===== config.mk =====
export PLATFORM = sky130hd
export DESIGN_NAME = key_debounce_flat
export DESIGN_NICKNAME = d
export VERILOG_FILES = /design/src/rtl/key_debounce_if.sv /design/src/rtl/key_debounce.sv /design/src/flat_wrapper.sv
export SDC_FILE = /design/constraint.sdc
export NUM_CORES = 1
export LEC_CHECK = 0
export CORE_MARGIN = 2
export CORE_UTILIZATION = 47
export CTS_BUF_LIST = sky130_fd_sc_hd__clkbuf_16
export CTS_CLUSTER_DIAMETER = 50
export DETAILED_ROUTE_END_ITERATION = 8
export MAX_ROUTING_LAYER = met4
export PLACE_DENSITY = 0.65
export SKIP_CTS_REPAIR_TIMING = 1
export SYNTH_ARGS = -nofsm -noshare
export SYNTH_HDL_FRONTEND = slang
export SYNTH_SLANG_ARGS = --single-unit

===== constraint.sdc =====
create_clock -name clk -period 2.57 [get_ports clk]
set_input_delay 0.514 -clock clk [delete_from_list [all_inputs] [get_ports clk]]
set_output_delay 0.514 -clock clk [all_outputs]
set_load 0.02 [all_outputs]

===== src/rtl/key_debounce_if.sv =====
// key_debounce_if: bundles the raw key level and the debounced key outputs.
// master = key source / consumer side, slave = the debouncer itself.
interface key_debounce_if;
  logic key_in;       // raw level, 0 = pressed, may bounce, asynchronous
  logic key_state;    // debounced level, 1 = pressed
  logic key_press;    // one-cycle pulse on accepted press
  logic key_release;  // one-cycle pulse on accepted release
  logic key_long;     // one-cycle pulse on long press

  modport master (
    output key_in,
    input  key_state,
    input  key_press,
    input  key_release,
    input  key_long
  );

  modport slave (
    input  key_in,
    output key_state,
    output key_press,
    output key_release,
    output key_long
  );
endinterface


===== src/rtl/key_debounce.sv =====
// key_debounce: push-button debouncer.
// Raw active-low key -> 2-FF synchroniser -> 4-state filter FSM that accepts a
// level change only after DEBOUNCE_CYCLES stable cycles. Produces a clean
// level plus single-cycle press/release pulses.
// Optional feature macro: LONG_PRESS_EN. When defined, a hold counter fires a
// single key_long pulse after LONG_CYCLES cycles held down; otherwise key_long = 0.
// DEBOUNCE_CYCLES must be >= 2.
module key_debounce #(
  parameter int DEBOUNCE_CYCLES = 1_000_000,
  parameter int LONG_CYCLES     = 50_000_000
) (
  input  logic           clk,
  input  logic           rst,
  key_debounce_if.slave  bus
);

  localparam int CNT_W = $clog2(DEBOUNCE_CYCLES + 1);
  localparam logic [CNT_W-1:0] CNT_LAST = CNT_W'(DEBOUNCE_CYCLES - 1);
  localparam logic [CNT_W-1:0] CNT_ONE  = CNT_W'(1);

  localparam logic [1:0] ST_UP      = 2'd0;
  localparam logic [1:0] ST_FILT_DN = 2'd1;
  localparam logic [1:0] ST_DOWN    = 2'd2;
  localparam logic [1:0] ST_FILT_UP = 2'd3;

  logic             sync1_reg;
  logic             key_sync_reg;
  logic [1:0]       state_reg, state_next;
  logic [CNT_W-1:0] cnt_reg, cnt_next;
  logic             key_state_reg, key_state_next;
  logic             press_reg, press_next;
  logic             release_reg, release_next;

  // Two-flop synchroniser; idles at 1 (released) so reset exit never looks like a press
  always_ff @(posedge clk or posedge rst) begin
    if (rst) begin
      sync1_reg    <= 1'b1;
      key_sync_reg <= 1'b1;
    end else begin
      sync1_reg    <= bus.key_in;
      key_sync_reg <= sync1_reg;
    end
  end

  // Filter FSM: any disagreeing sample during a filter window abandons it
  always_comb begin
    state_next     = state_reg;
    cnt_next       = cnt_reg;
    key_state_next = key_state_reg;
    press_next     = 1'b0;
    release_next   = 1'b0;
    case (state_reg)
      ST_UP: begin
        if (!key_sync_reg) begin
          state_next = ST_FILT_DN;
          cnt_next   = '0;
        end
      end
      ST_FILT_DN: begin
        if (key_sync_reg) begin
          state_next = ST_UP;
          cnt_next   = '0;
        end else if (cnt_reg == CNT_LAST) begin
          state_next     = ST_DOWN;
          cnt_next       = '0;
          key_state_next = 1'b1;
          press_next     = 1'b1;
        end else begin
          cnt_next = cnt_reg + CNT_ONE;
        end
      end
      ST_DOWN: begin
        if (key_sync_reg) begin
          state_next = ST_FILT_UP;
          cnt_next   = '0;
        end
      end
      ST_FILT_UP: begin
        if (!key_sync_reg) begin
          state_next = ST_DOWN;
          cnt_next   = '0;
        end else if (cnt_reg == CNT_LAST) begin
          state_next     = ST_UP;
          cnt_next       = '0;
          key_state_next = 1'b0;
          release_next   = 1'b1;
        end else begin
          cnt_next = cnt_reg + CNT_ONE;
        end
      end
      default: begin
        state_next     = ST_UP;
        cnt_next       = '0;
        key_state_next = 1'b0;
      end
    endcase
  end

  // FSM state, filter counter and registered outputs
  always_ff @(posedge clk or posedge rst) begin
    if (rst) begin
      state_reg     <= ST_UP;
      cnt_reg       <= '0;
      key_state_reg <= 1'b0;
      press_reg     <= 1'b0;
      release_reg   <= 1'b0;
    end else begin
      state_reg     <= state_next;
      cnt_reg       <= cnt_next;
      key_state_reg <= key_state_next;
      press_reg     <= press_next;
      release_reg   <= release_next;
    end
  end

  assign bus.key_state   = key_state_reg;
  assign bus.key_press   = press_reg;
  assign bus.key_release = release_reg;

`ifdef LONG_PRESS_EN
  localparam int HOLD_W = $clog2(LONG_CYCLES + 1);
  localparam logic [HOLD_W-1:0] HOLD_MAX  = HOLD_W'(LONG_CYCLES);
  localparam logic [HOLD_W-1:0] HOLD_FIRE = HOLD_W'(LONG_CYCLES - 1);
  localparam logic [HOLD_W-1:0] HOLD_ONE  = HOLD_W'(1);

  logic [HOLD_W-1:0] hold_reg, hold_next;
  logic              long_reg, long_next;

  // Hold counter: restarts only on an accepted press, so a release glitch
  // (FILT_UP back to DOWN) cannot produce a second key_long for the same press.
  // Saturating one past the fire value guarantees a single pulse.
  always_comb begin
    hold_next = hold_reg;
    long_next = 1'b0;
    if (state_reg == ST_FILT_DN && state_next == ST_DOWN) begin
      hold_next = '0;
    end else if (state_reg == ST_DOWN || state_reg == ST_FILT_UP) begin
      if (hold_reg != HOLD_MAX) begin
        hold_next = hold_reg + HOLD_ONE;
      end
      if (hold_reg == HOLD_FIRE && key_state_next) begin
        long_next = 1'b1;
      end
    end else begin
      hold_next = '0;
    end
  end

  // Hold counter and long-press pulse registers
  always_ff @(posedge clk or posedge rst) begin
    if (rst) begin
      hold_reg <= '0;
      long_reg <= 1'b0;
    end else begin
      hold_reg <= hold_next;
      long_reg <= long_next;
    end
  end

  assign bus.key_long = long_reg;
`else
  assign bus.key_long = 1'b0;
`endif

endmodule


===== src/flat_wrapper.sv =====
// flat-port wrapper written by rule: the top's interface ports become plain ports
module key_debounce_flat 
#(
  parameter int DEBOUNCE_CYCLES = 1_000_000,
  parameter int LONG_CYCLES     = 50_000_000
)
  (clk, rst, bus_key_in, bus_key_state, bus_key_press, bus_key_release, bus_key_long);
  key_debounce_if bus_i ();
  input  logic clk;
  input  logic rst;
  input wire logic [$bits(bus_i.key_in)-1:0] bus_key_in;
  output wire logic [$bits(bus_i.key_state)-1:0] bus_key_state;
  output wire logic [$bits(bus_i.key_press)-1:0] bus_key_press;
  output wire logic [$bits(bus_i.key_release)-1:0] bus_key_release;
  output wire logic [$bits(bus_i.key_long)-1:0] bus_key_long;
  assign bus_i.key_in = bus_key_in;
  assign bus_key_state = bus_i.key_state;
  assign bus_key_press = bus_i.key_press;
  assign bus_key_release = bus_i.key_release;
  assign bus_key_long = bus_i.key_long;
  key_debounce #(.DEBOUNCE_CYCLES(DEBOUNCE_CYCLES), .LONG_CYCLES(LONG_CYCLES)) u_core (.clk(clk), .rst(rst), .bus(bus_i));
endmodule

Word level (Yosys, flattened, before mapping)

Cells that the tools add are included.

Register bits: 27
Output and inout bits: 4
Bits of input ports: 3
Logic and storage cells: 48

Equality and inequality tests: 12
Add/sub/neg operators: 1
Multiplexer cells: 23
Reductions and logical operators: 5

Operators with widths:

| operator              | count |
|---|---|
| $mux 20               | 5 |
| $pmux 20 s4           | 1 |
| $add 20x1->20 const B | 1 |
| $eq 20x20->1 const B  | 1 |
| $mux 2                | 6 |
| $mux 1                | 9 |
| $ne 2x1->1 const B    | 4 |
| $pmux 2 s4            | 1 |
| $reduce_and 5->1      | 1 |
| $eq 2x2->1 const B    | 2 |
| $ne 2x2->1 const B    | 2 |
| $reduce_and 4->1      | 1 |
| $ne 3x1->1 const B    | 1 |
| $ne 3x3->1 const B    | 1 |
| $eq 2x1->1 const B    | 1 |
| $logic_not 2->1       | 1 |
| $pmux 1 s2            | 1 |
| $reduce_and 2->1      | 1 |
| $reduce_bool 2->1     | 1 |

Depth between registers and ports, before layout

Gate-level depths: netlist of run 1.

Depth after elaboration: 4
Gate-level depth with buffers: 7
Gate-level depth less buffers: 6

Least setup slack after synthesis of run 1

Ideal clock, no wire load.

Kind: register to register
Start: reg u_core.cnt_reg[0]
End: reg u_core.cnt_reg[14]
Path slack: 0.701 ns
Period minus slack after synthesis: 1.869 ns
Data required time: 2.452 ns
Cell stages (with the launch flop): 8
Buffers on the path: 1
Library setup time: 0.118 ns
Data arrival time: 1.751 ns
Cells stage by stage: dfrtp_1 > ha_1 > nand4_2 > or2_1 > o31a_1 > buf_6 > a21o_1 > a21o_1

Cells in the longest elaborated chain, start to end: 4
Elaborated cells on any way between the ends: 6
Those cells by class: add/sub (1); eq/ne (1); mux (4)

RTL lines:

| what                                                 | line                                   | text |
|---|---|---|
| start: declaration                                   | key_debounce.sv:29                     | `logic [CNT_W-1:0] cnt_reg, cnt_next;` |
| start signal: assignment                             | key_debounce.sv:109                    | `cnt_reg <= cnt_next;` |
| $add 20x1->20 / $eq 20x20->1 (equally long branches) | -                                      |  |
| $mux 20 *                                            | key_debounce.sv:63, key_debounce.sv:82 |  |
| $mux 20, on equally long branches                    | key_debounce.sv:79, key_debounce.sv:60 |  |
| $pmux 20 s4 *                                        | key_debounce.sv:52                     | `case (state_reg)` |

Every way passes the cells marked *; elsewhere a longest branch is shown, timed or not.
A chain may end at the register's enable or synchronous reset.

Final worst setup path of run 1

Same ends and word-level chain as after synthesis.

==> results summary, run 1 <==
The fraction of power spent switching nets came out at 28.97%. The most used flip-flop cell after synthesis is dfrtp_1. In this run the number of H-tree levels came out at 1.

The actual transition at the worst max-transition pin came out at 724.4 ps. The worst setup path is of the register to register kind. The final layout contains 166 nets. The tree is rooted in a clkbuf_16. The effective utilization at floorplan came out at 48.50%. Leaving out fill and tap cells, the most frequent cell in the layout is dfrtp_1. The floorplan has 20 rows. The worst-case clock buffer depth is 2. The number of different library cells used by synthesis comes to 46. The worst register-to-register path ends at u_core.cnt_reg[14]. The post-synthesis average cell area is 9.276 µm². The worst hold path cell count came out at 0. The average via count per standard cell came out at 6.062.

The number of inserted diodes came out at 0. The instance count of the mapped netlist is 157. The met2 global-route usage came out at 30.43%.

The iteration-0 DRC count of the detailed router came out at 76. The endpoint arrival time on the critical path came out at 2330 ps. The internal power component is 0.7277 mW. The required time reported for the critical path endpoint came out at 2720 ps. 7 I/O pins were placed. The clock network accounts for 33.7% of the total power.

The initial antenna violation count is 0. In this run the power density over the cells is 641.7 mW/mm². Sequential cells account for 47.1% of the total power.

Subtracting the final worst setup slack from the clock period gives 2178 ps. The hold-critical path endpoint is u_core.key_sync_reg. In the layout the commonest cells are 25 x dfrtp_1, 21 x nand2_1, 12 x nand3_1, 9 x o21ai_0. The final HPWL from detailed placement is 2016 µm. STA classifies the critical path startpoint as a register. The flow ran to the end, and the final reports show no timing, DRC or antenna violations. The number of enable-type register cells in the synthesized netlist came out at 0.

The share of post-route cells with drive strength above 1 came out at 9.938%. The worst hold path class is register to register. The vertical die dimension is 59.67 µm. The detailed router placed 1176 vias in this run. Derived from the worst setup path, the maximum achievable clock frequency is 0.4592 GHz. The largest net degree at the start of global routing came out at 28. The share of total power dissipated in combinational logic is 19.2%.

The worst setup path is captured at a register. The number of cells on the worst reg-to-reg path came out at 6. The final count of negative-setup-slack endpoints came out at 0. The total overflow left after global routing is 0. After synthesis, the share of flip-flops with an asynchronous set or reset is 100.0%. The final clock skew came out at 7.170 ps. Sequential elements use 46.56% of the synthesized area.

The post-synthesis net count is 161. The region available for standard cell placement spans 0.003003 mm². The global-route usage over all layers came out at 19.98%. The flip-flop count of the largest register after layout came out at 20.

The iteration count of the initial detailed-routing pass came out at 4. The busiest layer in global routing is met2. The total power draw came out at 1.025 mW.

At the later pin of the worst-skew pair, clock insertion delay measures 260 ps. The clock tree from TritonCTS is done. The post-detailed-route DRC marker count is 0. The worst slew slack as a fraction of its limit came out at 51.71%. The area of the die came out at 0.003560 mm². The count of buffers added on input and output ports is 5. The number of storage elements in the synthesis netlist came out at 27. The clock net in this run drives a total of 27 sinks.

The setup TNS is 0 ps. The signed area change from the synthesized netlist to the final layout came out at 9.622%. Max-cap violations in this run came to 0. The met3 track demand over resource came out at 2.597%. Setup repair after global routing left no endpoint under its margin. The number of global-route vias before repair came out at 1109. The worst setup slack for register-to-register paths came out at 390 ps. The detail route stage leaves a number of antenna-violating nets equal to 0.

The fraction of met1 tracks used by global routing is 26.17%. The total wirelength of the detailed-routed design is 2879 µm. The worst vdd rail ir drop is 0.0002082 V.

The global-route wire length before repair came out at 5181 µm. Of all nets on the critical path, the largest fanout is 21. The net switching power is 0.2968 mW.

Dividing the final minimum period by the clock period gives 84.74%. For this design the static power due to leakage is 0.6812 nW. Clock-pin slew was measured on the worst setup and hold paths at 70 ps. The mapped cell area came out at 0.001456 mm². The routed wirelength normalized by instance count came out at 14.84 µm. The worst hold path begins at u_core.sync1_reg. The startpoint identified for the worst register-to-register timing path is u_core.cnt_reg[0].

The count of yosys warnings during synthesis came out at 0. The routability congestion estimate from global placement came out at 0.7982. The number of slew-limit violations in the final report is 0. The clock buffer count from CTS came out at 3.

The final count of hold timing violations came out at 0. The width of the die is 59.67 µm.
-- kinds of logic after synthesis --
kind of cell / Yosys count / synth area share, %
buffers and inverters: 15 / 5.413
DFF: 27 / 46.56
and+or+nand+nor: 68 / 25.86
other: 1 / 0.2575
adders and majority gates: 1 / 0.8590
AOI/OAI and AO/OA: 41 / 18.47
muxes: 2 / 1.375
xor gates and xnor gates: 2 / 1.203
-- final cells by class --
class	instances	area [µm²]
fillers	276	1406
multi-input cells	115	699.4
well taps	33	41.29
flip-flops and latches	27	678.2
repair buffers	8	72.57
inverters	7	26.28
clock buffers	3	75.07
clock inverters	1	3.754
-- power groups by stage --
stage	clock network, mW	registers [mW]	logic, mW
floorplan	0	0.483	0.166
global placement	0	0.489	0.197
detailed placement	0	0.490	0.197
CTS	0.354	0.482	0.198
global route	0.373	0.488	0.219
finish	0.345	0.483	0.197
-- worst max-delay path: stages, from the launching register on --
cell and delay [ps]:
dfrtp_1 410, ha_1 240, nand4_2 200, or2_1 310, o31a_1 490, a21o_1 250
a21o_1 160
-- cells in the mapped netlist (all sizes together), types with 2 or more instances --
| cell | count | area, µm² |
|---|---|---|
| nor3 | 7 | 46.30 |
| and3 | 2 | 12.51 |
| nor2 | 4 | 15.01 |
| nand2 | 21 | 78.83 |
| o211ai | 2 | 15.01 |
| a21o | 4 | 30.03 |
| a41oi | 2 | 17.52 |
| nand3 | 12 | 60.06 |
| or4 | 2 | 15.01 |
| a31oi | 6 | 37.54 |
| o21ai | 11 | 58.80 |
| a22o | 2 | 17.52 |
| a21oi | 8 | 40.04 |
| mux2i | 2 | 20.02 |
| nand4 | 4 | 31.28 |
| inv | 7 | 26.28 |
| or2 | 3 | 18.77 |
| and2 | 2 | 12.51 |
| clkbuf | 3 | 12.51 |
| nor4 | 2 | 18.77 |
| or3 | 2 | 12.51 |
| dfstp | 2 | 52.55 |
| dfrtp | 25 | 625.6 |
| buf | 5 | 40.04 |
| nand2b | 2 | 12.51 |
| nor4b | 4 | 35.03 |
-- routing by layer --
metal	share of wire [%]	vias to the layer above
met3	1.9	2
met5	0	-
met2	50	16
li1	-	577
met1	47	581
met4	0.76	0
-- how the worst max path moves through the flow --
stage                        startpoint                  to  slack (ps)  depth (start not counted)
global placement     u_core.cnt_reg[11]   u_core.cnt_reg[4]         450                          5
floorplan             u_core.cnt_reg[0]  u_core.cnt_reg[14]         700                          7
CTS                   u_core.cnt_reg[0]  u_core.cnt_reg[14]         400                          6
detailed placement    u_core.cnt_reg[0]  u_core.cnt_reg[14]         400                          6
global route        u_core.key_sync_reg  u_core.cnt_reg[16]         210                          5
finish                u_core.cnt_reg[0]  u_core.cnt_reg[14]         390                          6
-- metrics by stage --
step / cells / area, µm² / hold slack [ps] / util (%) / worst slack (ps)
after floorplan: 157 / 1456 / 345.2 / - / 701.2
after global placement: 190 / 1518 / 347.5 / 50.54 / 452.3
after detailed placement: 190 / 1518 / 347.2 / 50.54 / 399.9
after CTS: 194 / 1597 / 356.2 / 53.17 / 399.0
after global routing: 194 / 1597 / 361.5 / 53.17 / 213.2
final: 194 / 1597 / 355.7 / 53.17 / 392.2
No activity file was read; power rests on OpenSTA's default activity.
==> run 2: changes to the inputs <==
clock period = 2.2 ns   (was 2.57 ns; I/O delays follow)
==> run 2 against run 1 <==
  * Clock power grew 19%
  * Maximum frequency grew 8.0%
  * Clock-buffer cell count is the same
  * Non-clock buffer count grew 4
==> results summary, run 2 (synthesis results as in run 1) <==
Status: finished, final reports clean (unchanged). The worst-path maximum fanout came out at 15 (was 21). The total wirelength of the detailed-routed design is 2975 µm (was 2879 µm). The total power draw is 1.217 mW (was 1.025 mW). The setup TNS is 0 ps (unchanged). The clock tree from TritonCTS is done (unchanged). The category of cells accounting for the largest share of critical-path delay is compound AO/OA/AOI/OAI gates (unchanged). The post-route cell area is 0.001637 mm² (was 0.001597 mm²). The final count of negative-setup-slack endpoints is 0 (unchanged).

The most frequent standard cell in the layout excluding fill and tap cells is dfrtp_1 (unchanged). The routed wirelength normalized by instance count came out at 15.03 µm (was 14.84 µm). The signed area change from the synthesized netlist to the final layout is 12.37% (was 9.622%).

The final clock skew is 2.319 ps (was 7.170 ps). The number of slew-limit violations in the final report came to 0 (unchanged). The cell with the biggest individual delay on the critical path was o31a_4 (was o31a_1). The clock root buffer master is clkbuf_16 (unchanged). The flip-flop count of the largest register after layout was 20 (unchanged). The number of global-route vias before repair is 1168 (was 1109). The vertical die dimension is 59.67 µm (unchanged). The effective utilization at floorplan is 48.50% (unchanged). The worst slack after detailed placement came out at 128.7 ps (was 399.9 ps). The routability congestion estimate from global placement came out at 0.7863 (was 0.7982). The worst-case setup margin in the final layout is 183.0 ps (was 392.2 ps). The number of inserted diodes is 0 (unchanged). The remaining antenna violation count after routing came out at 0 (unchanged). The source-to-sink clock delay at the later pin of the worst-skew pair was 260 ps (about the same). The largest net degree at the start of global routing came out at 28 (unchanged).

Top library cells by usage in the layout, fill and taps aside: 25 x dfrtp_1, 21 x nand2_1, 12 x nand3_1, 9 x o21ai_0, 8 x a21oi_1 (was 25 x dfrtp_1, 21 x nand2_1, 12 x nand3_1, 9 x o21ai_0). The share of the clock period used by the worst path after layout is 91.68% (was 84.74%). The maximum clock rate came out at 0.4958 GHz (was 0.4592 GHz). The type of element capturing the critical path is a register (unchanged). The leftover overflow at the end of global routing is 0 (unchanged).

The standard cell core area is 0.003003 mm² (unchanged). The worst setup slack for register-to-register paths came out at 180 ps (was 390 ps). The worst stage delay on the critical path came out at 480 ps (was 490 ps). The width of the die came out at 59.67 µm (unchanged). The worst-case clock buffer depth came out at 2 (unchanged).

The post-detailed-route DRC marker count came out at 0 (unchanged). The number of top-level design ports was 7 (unchanged). The clock buffer count from CTS is 3 (unchanged). The actual transition at the worst max-transition pin came out at 998.1 ps (was 724.4 ps).

The count of standard-cell rows came out at 20 (unchanged). The number of buffers and inverters on the critical path was 1 (was 0). The count of vias placed by the detailed router came out at 1202 (was 1176). The max-cap violation count is 0 (unchanged).

The type of element launching the critical path is a register (unchanged). The endpoint arrival time on the critical path is 2160 ps (was 2330 ps). RSZ-0062 raised after global routing: no (unchanged). The leakage dissipation came out at 0.7095 nW (was 0.6812 nW).

The share of post-route cells with drive strength above 1 is 13.33% (was 9.938%). The final HPWL from detailed placement came to 2140 µm (was 2016 µm). The iteration-0 DRC count of the detailed router is 58 (was 76). The sequential cell area came out at 678.2 µm² (unchanged). The global-route usage over all layers came out at 19.56% (was 19.98%).

The area of the multi-input gates came to 708.2 µm² (was 699.4 µm²). The clock period minus worst slack came out at 2017 ps (was 2178 ps). The count of input and output buffers is 5 (unchanged). The CTS sink count is 27 (unchanged). The clock slew at the register clock pins of the worst setup and hold paths was 60 ps (was 70 ps).

The path type of the worst setup path is register to register (unchanged). The number of nets in the layout came to 170 (was 166). The iteration count of the initial detailed-routing pass is 4 (unchanged). The final-layout fill cell count came out at 265 (was 276). The final count of hold timing violations is 0 (unchanged). The worst hold path class was register to register (unchanged).

The initial antenna violation count came to 0 (unchanged). The worst vdd rail ir drop came to 0.0002873 V (was 0.0002082 V). The global-route wire length before repair is 5181 µm (unchanged). The worst slew slack as a fraction of its limit is 33.22% (was 51.71%). The required time reported for the critical path endpoint came out at 2340 ps (was 2720 ps).

The post-placement cell area is 0.001548 mm² (was 0.001518 mm²). The average via count per standard cell came to 6.071 (was 6.062). The area of the die came out at 0.003560 mm² (unchanged).

The total number of H-tree levels came to 1 (unchanged). The cell area power density came out at 743.5 mW/mm² (was 641.7 mW/mm²). Cell chain of the critical path: nor4b_1 > nand3b_1 > o31a_4 > buf_4 > a21oi_1 > mux2i_1 (was ha_1 > nand4_2 > or2_1 > o31a_1 > a21o_1 > a21o_1).
run 2: per-stage QoR:
step	hold slack, ps	std cells	utilization (%)
after global placement	346.7	194	51.54
after detailed placement	349.5	194	51.54
final	357.3	198	54.50
after floorplan	345.2	157	-
after CTS	359.0	198	54.21
after global routing	360.2	198	54.50
run 2: final cells by class:
| class | instances | area share (%) |
|---|---|---|
| clock buffers | 3 | 4.587 |
| inverters | 7 | 1.606 |
| well taps | 33 | 2.523 |
| flip-flops and latches | 27 | 41.44 |
| repair buffers | 12 | 6.269 |
| multi-input cells | 115 | 43.27 |
| clock inverters | 1 | 0.3058 |
run 2: path summary, 6_finish.rpt:
check | startpoint | end | cells after the start
min in group asynchronous | rst | u_core.cnt_reg[16] | 3
setup / recovery | u_core.cnt_reg[11] | u_core.cnt_reg[9] | 6
hold reg to reg | u_core.sync1_reg | u_core.key_sync_reg | 0
max in group asynchronous | rst | u_core.sync1_reg | 3
setup reg to reg | u_core.cnt_reg[11] | u_core.cnt_reg[9] | 6
hold / removal | u_core.sync1_reg | u_core.key_sync_reg | 0
run 2: power by group:
group	total, mW	switching, mW	internal (mW)
clock network	0.411	0.166	0.245
logic	0.241	0.148	0.0930
registers	0.565	0.0396	0.526
run 2: per-layer routing:
layer,up-vias,GRT usage [%],wire [µm]
li1,586,-,-
met1,583,25.03,1382
met2,26,30.43,1442
met3,7,3.247,88
met4,0,8.571,61
met5,-,-,0
